[src/rtl/program_write_arbiter_pkg.sv]
// Shared types for the program-write arbiter:
// arbiter states, screen size and the pixel bundle.
package boxhead_pkg;

  typedef enum logic [1:0] {
    ARB_IDLE,
    ARB_GRANT,
    ARB_FLUSH
  } arb_state_t;

  localparam int SCREEN_W = 640;
  localparam int SCREEN_H = 480;

  typedef struct packed {
    logic [9:0]  x;
    logic [9:0]  y;
    logic [15:0] data;
  } pixel_t;

endpackage

[src/rtl/program_write_arbiter_rr_pick.sv]
// rr_pick: combinational round-robin first-one finder.
// Scans valid_i from ptr_i upward with wrap-around.
module rr_pick #(
  parameter int N  = 4,
  parameter int PW = (N > 1) ? $clog2(N) : 1
) (
  input  logic [N-1:0]  valid_i,
  input  logic [PW-1:0] ptr_i,
  output logic [N-1:0]  sel_o,
  output logic [PW-1:0] idx_o,
  output logic          any_o
);

  // first valid requester at or after the pointer wins
  always_comb begin
    int j;
    sel_o = '0;
    idx_o = '0;
    any_o = 1'b0;
    j     = 0;
    for (int i = 0; i < N; i++) begin
      j = int'(ptr_i) + i;
      if (j >= N) j = j - N;
      if (!any_o && valid_i[j]) begin
        any_o    = 1'b1;
        sel_o[j] = 1'b1;
        idx_o    = PW'(j);
      end
    end
  end

endmodule

[src/rtl/program_write_arbiter.sv]
// program_write_arbiter: round-robin burst arbiter for the SRAM
// program-write port, slot-aligned and frame-flip aware.
module program_write_arbiter
  import boxhead_pkg::*;
#(
  parameter int N_REQ     = 4,
  parameter int MAX_BURST = 16,
  parameter int CNT_W     = 19
) (
  input  logic                sram_clk,
  input  logic                reset,
  input  logic                frame_clk,
  input  logic [N_REQ-1:0]    req_valid,
  input  logic [N_REQ-1:0]    req_last,
  input  logic [N_REQ*10-1:0] req_x,
  input  logic [N_REQ*10-1:0] req_y,
  input  logic [N_REQ*16-1:0] req_data,
  output logic [N_REQ-1:0]    req_ready,
  output logic                frame_start,
  output logic [9:0]          program_x,
  output logic [9:0]          program_y,
  output logic [15:0]         program_data,
  output logic                program_write,
  output logic                frame_overrun,
  output logic [CNT_W-1:0]    frame_pixels
);

  localparam int PW = $clog2(N_REQ);
  localparam int BW = 9;

  logic             phase_q;
  arb_state_t       state_q, state_d;
  logic [PW-1:0]    owner_q, owner_d;
  logic [PW-1:0]    ptr_q, ptr_d;
  logic [PW-1:0]    own, pick_idx;
  logic [BW-1:0]    burst_q, burst_d;
  logic [BW-1:0]    base, burst_nxt;
  logic [N_REQ-1:0] pick_sel, ready;
  logic             pick_any, active, xfer, rel;
  pixel_t           pix_q, pix_d;
  logic             wr_q, wr_d;
  logic             fclk_s1_q, fclk_s2_q, fclk_s3_q;
  logic             fs_q;
  logic [CNT_W-1:0] cnt_q, cnt_inc, fpix_q;
  logic             ovr_q;
  int               oi;

  rr_pick #(
    .N  (N_REQ),
    .PW (PW)
  ) u_pick (
    .valid_i (req_valid),
    .ptr_i   (ptr_q),
    .sel_o   (pick_sel),
    .idx_o   (pick_idx),
    .any_o   (pick_any)
  );

  // arbiter next state, ready strobes and burst accounting
  always_comb begin
    state_d = state_q;
    owner_d = owner_q;
    ptr_d   = ptr_q;
    burst_d = burst_q;
    own     = owner_q;
    active  = 1'b0;
    base    = burst_q;
    unique case (state_q)
      ARB_IDLE: begin
        own    = pick_idx;
        active = phase_q & pick_any & ~reset;
        base   = '0;
      end
      ARB_GRANT: active = 1'b1;
      default:   active = 1'b0;
    endcase
    ready = '0;
    if (!reset && phase_q) begin
      if (state_q == ARB_IDLE)
        ready = pick_sel;
      else if (state_q == ARB_GRANT && req_valid[owner_q])
        ready[owner_q] = 1'b1;
    end
    xfer      = |ready;
    burst_nxt = base + BW'(xfer);
    rel = (xfer & req_last[own])
        | (burst_nxt >= BW'(MAX_BURST))
        | (phase_q & ~req_valid[own]);
    if (active) begin
      if (rel) begin
        ptr_d   = (own == PW'(N_REQ - 1)) ? '0 : own + PW'(1);
        state_d = ARB_IDLE;
        burst_d = '0;
      end else begin
        state_d = ARB_GRANT;
        owner_d = own;
        burst_d = burst_nxt;
      end
    end
    if (state_q == ARB_FLUSH && phase_q) state_d = ARB_IDLE;
    // a flip overrides everything; an in-flight transfer still lands
    if (fs_q) begin
      state_d = ARB_FLUSH;
      burst_d = '0;
    end
  end

  assign oi = int'(own);

  // program-port next values, only moved at the end of phase 1
  always_comb begin
    pix_d = pix_q;
    wr_d  = wr_q;
    if (phase_q) begin
      wr_d = xfer;
      if (xfer) begin
        pix_d.x    = req_x[oi*10 +: 10];
        pix_d.y    = req_y[oi*10 +: 10];
        pix_d.data = req_data[oi*16 +: 16];
      end
    end
  end

  assign cnt_inc = (&cnt_q) ? cnt_q : cnt_q + CNT_W'(xfer);

  // slot phase and arbiter registers
  always_ff @(posedge sram_clk) begin
    if (reset) begin
      phase_q <= 1'b0;
      state_q <= ARB_IDLE;
      owner_q <= '0;
      ptr_q   <= '0;
      burst_q <= '0;
    end else begin
      phase_q <= ~phase_q;
      state_q <= state_d;
      owner_q <= owner_d;
      ptr_q   <= ptr_d;
      burst_q <= burst_d;
    end
  end

  // program-write port registers
  always_ff @(posedge sram_clk) begin
    if (reset) begin
      pix_q <= '0;
      wr_q  <= 1'b0;
    end else begin
      pix_q <= pix_d;
      wr_q  <= wr_d;
    end
  end

  // frame_clk synchroniser and registered rising-edge pulse
  always_ff @(posedge sram_clk) begin
    if (reset) begin
      fclk_s1_q <= 1'b0;
      fclk_s2_q <= 1'b0;
      fclk_s3_q <= 1'b0;
      fs_q      <= 1'b0;
    end else begin
      fclk_s1_q <= frame_clk;
      fclk_s2_q <= fclk_s1_q;
      fclk_s3_q <= fclk_s2_q;
      fs_q      <= fclk_s2_q & ~fclk_s3_q;
    end
  end

  // per-frame pixel count and overrun flag
  always_ff @(posedge sram_clk) begin
    if (reset) begin
      cnt_q  <= '0;
      fpix_q <= '0;
      ovr_q  <= 1'b0;
    end else if (fs_q) begin
      fpix_q <= cnt_inc;
      cnt_q  <= '0;
      ovr_q  <= |req_valid;
    end else begin
      cnt_q  <= cnt_inc;
    end
  end

  assign req_ready     = ready;
  assign frame_start   = fs_q;
  assign program_x     = pix_q.x;
  assign program_y     = pix_q.y;
  assign program_data  = pix_q.data;
  assign program_write = wr_q;
  assign frame_overrun = ovr_q;
  assign frame_pixels  = fpix_q;

endmodule
[config.mk]
export PLATFORM = sky130hd
export DESIGN_NAME = program_write_arbiter
export DESIGN_NICKNAME = d
export VERILOG_FILES = /design/src/rtl/program_write_arbiter_pkg.sv /design/src/rtl/program_write_arbiter_rr_pick.sv /design/src/rtl/program_write_arbiter.sv
export SDC_FILE = /design/constraint.sdc
export NUM_CORES = 1
export LEC_CHECK = 0
export CAP_MARGIN = 20
export CORE_MARGIN = 3
export CORE_UTILIZATION = 48
export DETAILED_ROUTE_END_ITERATION = 8
export GPL_TIMING_DRIVEN = 0
export PLACE_DENSITY = 0.85
export SYNTH_ARGS = -nofsm -noshare
export SYNTH_HDL_FRONTEND = slang
export SYNTH_SLANG_ARGS = --single-unit
[constraint.sdc]
create_clock -name sram_clk -period 13.3 [get_ports sram_clk]
set_input_delay 1.33 -clock sram_clk [delete_from_list [all_inputs] [get_ports sram_clk]]
set_output_delay 1.33 -clock sram_clk [all_outputs]
set_load 0.005 [all_outputs]
---- After elaboration in Yosys (flattened, before gate mapping) ----
Index checks and enable logic that the tools add are counted.
Widths: inputs -> output; s select.
storage, ports and cells
  register bits after elaboration ......... 96
  input port bits ......................... 155
  output and inout bits ................... 62
  word-level logic and storage cells ...... 147
operators by class
  add/subtract/negate cells ............... 10
  $mul .................................... 1
  magnitude comparators ................... 16
  eq/ne operators ......................... 3
  shift operators ......................... 3
  mux-type cells .......................... 57
  bitwise logic cells ..................... 15
  reductions and logical operators ........ 25
operators by type and width
  operator               number
  $ge 32x1->1 const B    4
  $lt 32x4->1 const B    4
  $mux 32                4
  $ge 32x4->1 const B    3
  $sub 32x4->32 const B  3
  $shiftx 64x7->16       1
  $shiftx 40x32->10      1
  $shiftx 40x7->10       1
  $mux 4                 7
  $mux 1                 21
  $add 19x1->19          1
  $mux 19                1
  $reduce_and 19->1      1
  $mux 2                 9
  $mux 9                 2
  $bmux 1 s2             7
  $or 4x4->4             3
  $logic_and 1x1->1      11
  $demux 1 s2            5
  $add 9x1->9            1
  $ge 9x5->1 const B     1
  $reduce_or 4->1        2
  $add 2x2->3 const B    2
  $lt 2x3->1 const B     2
  18 further kinds       33

---- Longest topological paths before layout ----
  depth after elaboration ................. 26
  mapped depth ............................ 21

---- Hierarchy ----
Synthesis repeated with hierarchy kept, for this count alone.
second synthesis, totals
  cell total of the unflattened synthesis .. 551
  area, all modules ....................... 5251.3 µm²
by module, submodules not included
  module                 instances  cells an instance  area an instance (µm²)  sequential area each (µm²)
  program_write_arbiter  1          503                4790.8                  1921.8
  rr_pick                1          48                 460.4                   0.0

---- Least setup slack after synthesis ----
Ideal clock, no wire load.
  path kind ............................... input to register
  start ................................... input port req_valid[2]
  end ..................................... register owner_q[0]
  library setup time ...................... 132 ps
  arrival ................................. 5068 ps
  required time ........................... 13168 ps
  slack ................................... 8100 ps
  cell stages on the path ................. 19
  buffers on the path ..................... 3
  path through ............................ buf_2 mux4_2 buf_6 or3b_1 a221oi_1 a211o_1 nor4_4 inv_2 buf_2 ha_1 ha_1 o2111ai_1 nor3_1 o21a_1 o21ai_0 a221oi_1 o2111ai_2 o21ai_0 a21oi_1
between the ends
  word-level cells in the longest chain between the ends .. 22
  elaborated cells between the ends (all ways) .. 57
  classes of those cells .................. add/sub: 1; order compare: 1; mux: 35; bitwise: 11; reduce/logical: 9
ends and longest elaborated chain
  item                                       line                                 text
  start: declaration                         program_write_arbiter.sv:13          input logic [N_REQ-1:0] req_valid,
  $bmux 1 s2                                 program_write_arbiter_rr_pick.sv:24  if (!any_o && valid_i[j]) begin
  $mux 1 (implied by the code) (2 in a row)  program_write_arbiter_rr_pick.sv:24
  $mux 1                                     program_write_arbiter_rr_pick.sv:24
  $logic_not 1->1                            program_write_arbiter_rr_pick.sv:24
  $logic_and 1x1->1                          program_write_arbiter_rr_pick.sv:24
  $mux 1                                     program_write_arbiter_rr_pick.sv:24
  $logic_not 1->1                            program_write_arbiter_rr_pick.sv:24
  $logic_and 1x1->1                          program_write_arbiter_rr_pick.sv:24
  (+6 left out)                              -
  named net req_ready[1]                     program_write_arbiter.sv:18          output logic [N_REQ-1:0] req_ready,
  $reduce_or 4->1 *                          program_write_arbiter.sv:84          xfer = |ready;
  named net xfer                             program_write_arbiter.sv:39          logic pick_any, active, xfer, rel;
  $add 9x1->9                                program_write_arbiter.sv:85          burst_nxt = base + BW'(xfer);
  $ge 9x5->1                                 program_write_arbiter.sv:87          | (burst_nxt >= BW'(MAX_BURST))
  $or 1x1->1 *                               program_write_arbiter.sv:87
  $or 1x1->1 *                               program_write_arbiter.sv:88          | (phase_q & ~req_valid[own]);
  $not 1->1 (no source line) *               -
  $reduce_and 2->1 (no source line) *        -
  end signal: assignment                     program_write_arbiter.sv:137         owner_q <= owner_d;
  end: declaration                           program_write_arbiter.sv:33          logic [PW-1:0] owner_q, owner_d;
The timed path passes the listed nets; every way through them passes the cells marked *. The select of a mux whose other input is x is not followed.
A chain may end at the register's enable or synchronous reset.

---- Worst setup path in the final report ----
  start ................................... input port req_valid[0]
  end ..................................... register burst_q[1]
between the ends
  word-level cells in the longest chain between the ends .. 21
  elaborated cells between the ends (all ways) .. 56
  classes of those cells .................. add/sub: 1; order compare: 1; mux: 36; bitwise: 10; reduce/logical: 8
ends and longest elaborated chain
  item                                       line                                 text
  $bmux 1 s2                                 program_write_arbiter_rr_pick.sv:24
  $mux 1 (implied by the code) (2 in a row)  program_write_arbiter_rr_pick.sv:24
  $mux 1                                     program_write_arbiter_rr_pick.sv:24
  $logic_not 1->1                            program_write_arbiter_rr_pick.sv:24
  $logic_and 1x1->1                          program_write_arbiter_rr_pick.sv:24
  $mux 1                                     program_write_arbiter_rr_pick.sv:24
  $logic_not 1->1                            program_write_arbiter_rr_pick.sv:24
  $logic_and 1x1->1                          program_write_arbiter_rr_pick.sv:24
  (+5 left out)                              -
  $mux 4 *                                   program_write_arbiter.sv:78          if (!reset && phase_q) begin
  $reduce_or 4->1 *                          program_write_arbiter.sv:84
  named net xfer                             program_write_arbiter.sv:39
  $add 9x1->9                                program_write_arbiter.sv:85
  $ge 9x5->1                                 program_write_arbiter.sv:87
  $or 1x1->1                                 program_write_arbiter.sv:87
  $or 1x1->1                                 program_write_arbiter.sv:88
  $mux 9 *                                   program_write_arbiter.sv:90          if (rel) begin
  end signal: assignment                     program_write_arbiter.sv:139         burst_q <= burst_d;
  end: declaration                           program_write_arbiter.sv:36          logic [BW-1:0] burst_q, burst_d;
Marks and branches as above.

==> flow_summary_export.csv <==
group,metric,value,unit
status,outcome,"finished, final reports clean",
global_route,grt_pass1_vias,6089,
cts,clkLatencyLatePin,0.34,ns
layout,area_delta_synth_final,48.2,%
detailed_routing,drtAntennaViolNets,0,
logic_synthesis,yosys_most_used_dff,"dfxtp_1",
timing,setup_tns,0,ns
power_and_ir_drop,combPwrFrac,40.9,%
floorplan,ios,217,
logic_synthesis,syn_area,5500,um^2
power_and_ir_drop,clkPwrFrac,27.2,%
timing,worst_pin_slew,0.815,ns
timing,slew_headroom,45.4,%
hold_path,hold_path.class,"reg2reg",
cts,cts_root_buf,"clkbuf_16",
setup_path,reg2reg_depth,21,
floorplan,coreArea,11000,um^2
timing,fmax,0.163,GHz
cts,cts_resized,0,
floorplan,rows,38,
global_route,grt_start_max_net_pins,16,
logic_synthesis,synth_nets,940,
setup_path,crit_arrival,6.39,ns
timing,rsz0062_at_grt,"false",
power_and_ir_drop,swShare,35.6,%
power_and_ir_drop,p_per_area,126,nW/um^2
detailed_routing,drt_drc_violations_left,0,
timing,setup_viol,0,
cts,cts_setup_buffers,0,
placed_design,hpwl,14.9,mm
layout,n_antenna_cell,0,
logic_synthesis,ys_types,58,
detailed_routing,wl_per_cell,16.7,um
logic_synthesis,async_reset_ff_share,0,%
logic_synthesis,ys_seq_elements,96,
logic_synthesis,synthCells,776,
setup_path,path_class,"in2reg",
power_and_ir_drop,p_leak,3.09,nW
cts,cts.reportedPaths.clkPinSlew,0.06,ns
hold_path,min_to,"frame_start",
timing,hold_viol,0,
run,maxCapViolations,0,
logic_synthesis,seq_area_frac_synth,35.0,%
timing,skew,0.00718,ns
floorplan,dieArea,12800,um^2
global_route,track_usage,29.2,%
hold_path,whs_path_depth,1,
cts,cts.htree.levels,3,
global_route,grt_overflow,0,
floorplan,start_util,49.8,%
cts,numClockSinks,96,
detailed_routing,drt-total-wl,19.1,mm
power_and_ir_drop,seqPwrFrac,32.0,%
detailed_routing,via_per_inst,5.58,
logic_synthesis,yosysWarnings,0,
timing,period_share,46.1,%
power_and_ir_drop,total_power,0.00102,W
setup_path,crit_path_end_kind,"flip-flop",
hold_path,min_from,"fclk_s3_q",
cts,cts_hold_buf,0,
layout,drive_gt1_share,5.47,%
power_and_ir_drop,p_int,0.000660,W
logic_synthesis,synth_edf_count,0,
power_and_ir_drop,p_switching,0.000365,W
cts,cts_buffer_depth,2,
cts,numCtsBuffers,9,
floorplan,die-height,113,um
detailed_routing,first_pass_iters,6,
timing,period_minus_slack,6.13,ns
layout,final_nets,1166,
setup_path,rrSetupSlack,7.41,ns
logic_synthesis,synth.avg_cell_area,7.08,um^2
timing,final-max-slew-violation-count,0,
floorplan,die_w,113,um
cts,cts_tree,"built",
setup_path,rr_endpoint,"burst_q[1]",
placed_design,io_buffers,215,
power_and_ir_drop,ir_drop,0.0963,mV
global_route,antenna_found_initial,0,
timing,fin_ws,7.17,ns
setup_path,start_kind,"primary input",
global_route,grt_pass1_wl,29.8,mm
placed_design,gp_congestion,0.938,
setup_path,critPathMaxFanout,11,
detailed_routing,vias,6399,
setup_path,crit_required,13.56,ns
setup_path,r2r-start,"ptr_q[0]",
detailed_routing,drt_iter0_markers,443,
placed_design,dp_slack,6.90,ns
[cell type report]
type | count | area, um^2
Inverter | 14 | 52.6
Clock inverter | 5 | 81.3
Timing Repair Buffer | 215 | 2150
Fill cell | 931 | 2890
Tap cell | 140 | 175
Sequential cell | 96 | 1920
Clock buffer | 10 | 239
Buffer | 56 | 255
Multi-Input combinational cell | 610 | 3270
[synth_stat cells, types with 5 or more instances]
cell type	count	share of area (%)
a211oi_1	18	2.5
a21oi_1	53	4.8
a221oi_1	7	1.1
and2_1	10	1.1
and3_1	10	1.1
buf_2	15	1.4
buf_4	5	0.68
clkbuf_1	32	2.2
dfxtp_1	96	35
ha_1	9	2.0
inv_1	12	0.82
nand2_1	208	14
nand3_1	127	12
nor2_1	56	3.8
nor2b_1	11	1.3
nor3_1	6	0.55
o21ai_0	16	1.5
xnor2_1	10	1.6
xor2_1	5	0.80
[routing by layer]
layer	wire, um	GRT usage [%]	part of all wire (%)
met5	0	0	0
met4	431	8.97	2.3
met3	1670	9.63	8.7
met2	9660	52.3	50
met1	7380	32.7	39
[registers in the layout, summed over array words and instances, names as in the netlist]
register	flops
burst_q	9
program_data	16
state_q	2
frame_pixels	19
fclk_s1_q	1
cnt_q	19
program_y	10
fclk_s2_q	1
program_write	1
frame_start	1
phase_q	1
ptr_q	2
fclk_s3_q	1
frame_overrun	1
program_x	10
owner_q	2
[cells by family after synthesis]
group / after synthesis / share of synthesized area (%)
AO/OA/AOI/OAI: 126 / 15.0
XOR/XNOR: 15 / 2.39
adder cells (fa/ha/maj): 9 / 2.05
buffers and inverters: 70 / 5.60
flip-flops: 96 / 35.0
multiplexers: 11 / 2.98
AND/OR/NAND/NOR: 449 / 37.0
[power groups by stage]
stage | logic [W] | clock network (W) | registers [W]
6_report | 0.000419 | 0.000279 | 0.000328
5_1_grt | 0.000458 | 0.000291 | 0.000330
4_1_cts | 0.000416 | 0.000281 | 0.000327
3_5_place_dp | 0.000413 | 0 | 0.000334
3_3_place_gp | 0.000409 | 0 | 0.000333
2_1_floorplan | 0.000235 | 0 | 0.000334
[worst max-delay path by stage]
stage | from | to | cells after the start
6_report | req_valid[0] | burst_q[1] | 18
5_1_grt | req_valid[0] | owner_q[1] | 18
4_1_cts | req_valid[0] | burst_q[1] | 18
3_5_place_dp | req_valid[0] | owner_q[0] | 18
3_3_place_gp | req_valid[0] | owner_q[1] | 18
2_1_floorplan | req_valid[2] | owner_q[0] | 19
[metrics by stage]
| step | std cells | hold WS (ns) | utilization (%) | instance area, um^2 |
|---|---|---|---|---|
| after detailed placement | 1131 | 0.382 | 70.9 | 7820 |
| final | 1146 | 0.394 | 73.8 | 8140 |
| after global placement | 1131 | 0.383 | 70.9 | 7820 |
| after floorplan | 776 | 0.367 | - | 5500 |
| after CTS | 1146 | 0.396 | 73.8 | 8140 |
| after global routing | 1146 | 0.416 | 73.8 | 8140 |
[critical path, stage by stage]
cell,delay [ns]
clkdlybuf4s50_1,0.52
mux4_2,0.63
nor4b_2,0.55
nand2_1,0.10
a31oi_1,0.36
nor4_4,0.14
inv_2,0.18
buf_2,0.30
ha_1,0.24
ha_1,0.23
o2111ai_1,0.22
nor3_1,0.25
o21a_1,0.15
o21ai_0,0.08
a221oi_1,0.44
o2111a_2,0.37
nand3_1,0.10
a21oi_1,0.19
[layout by cell type, fill, tap and decap left out, types with 7 or more instances in the layout]
cell type and count:
clkdlybuf4s50_1 215, nand2_1 208, nand3_1 127, dfxtp_1 96
nor2_1 56, a21oi_1 53, clkbuf_1 32, a211oi_1 18
o21ai_0 16, buf_2 15, inv_1 12, nor2b_1 11
and3_1 10, and2_1 10, xnor2_1 10, ha_1 9
clkbuf_16 9, a221oi_1 7
(Power assumes the default switching activity.)
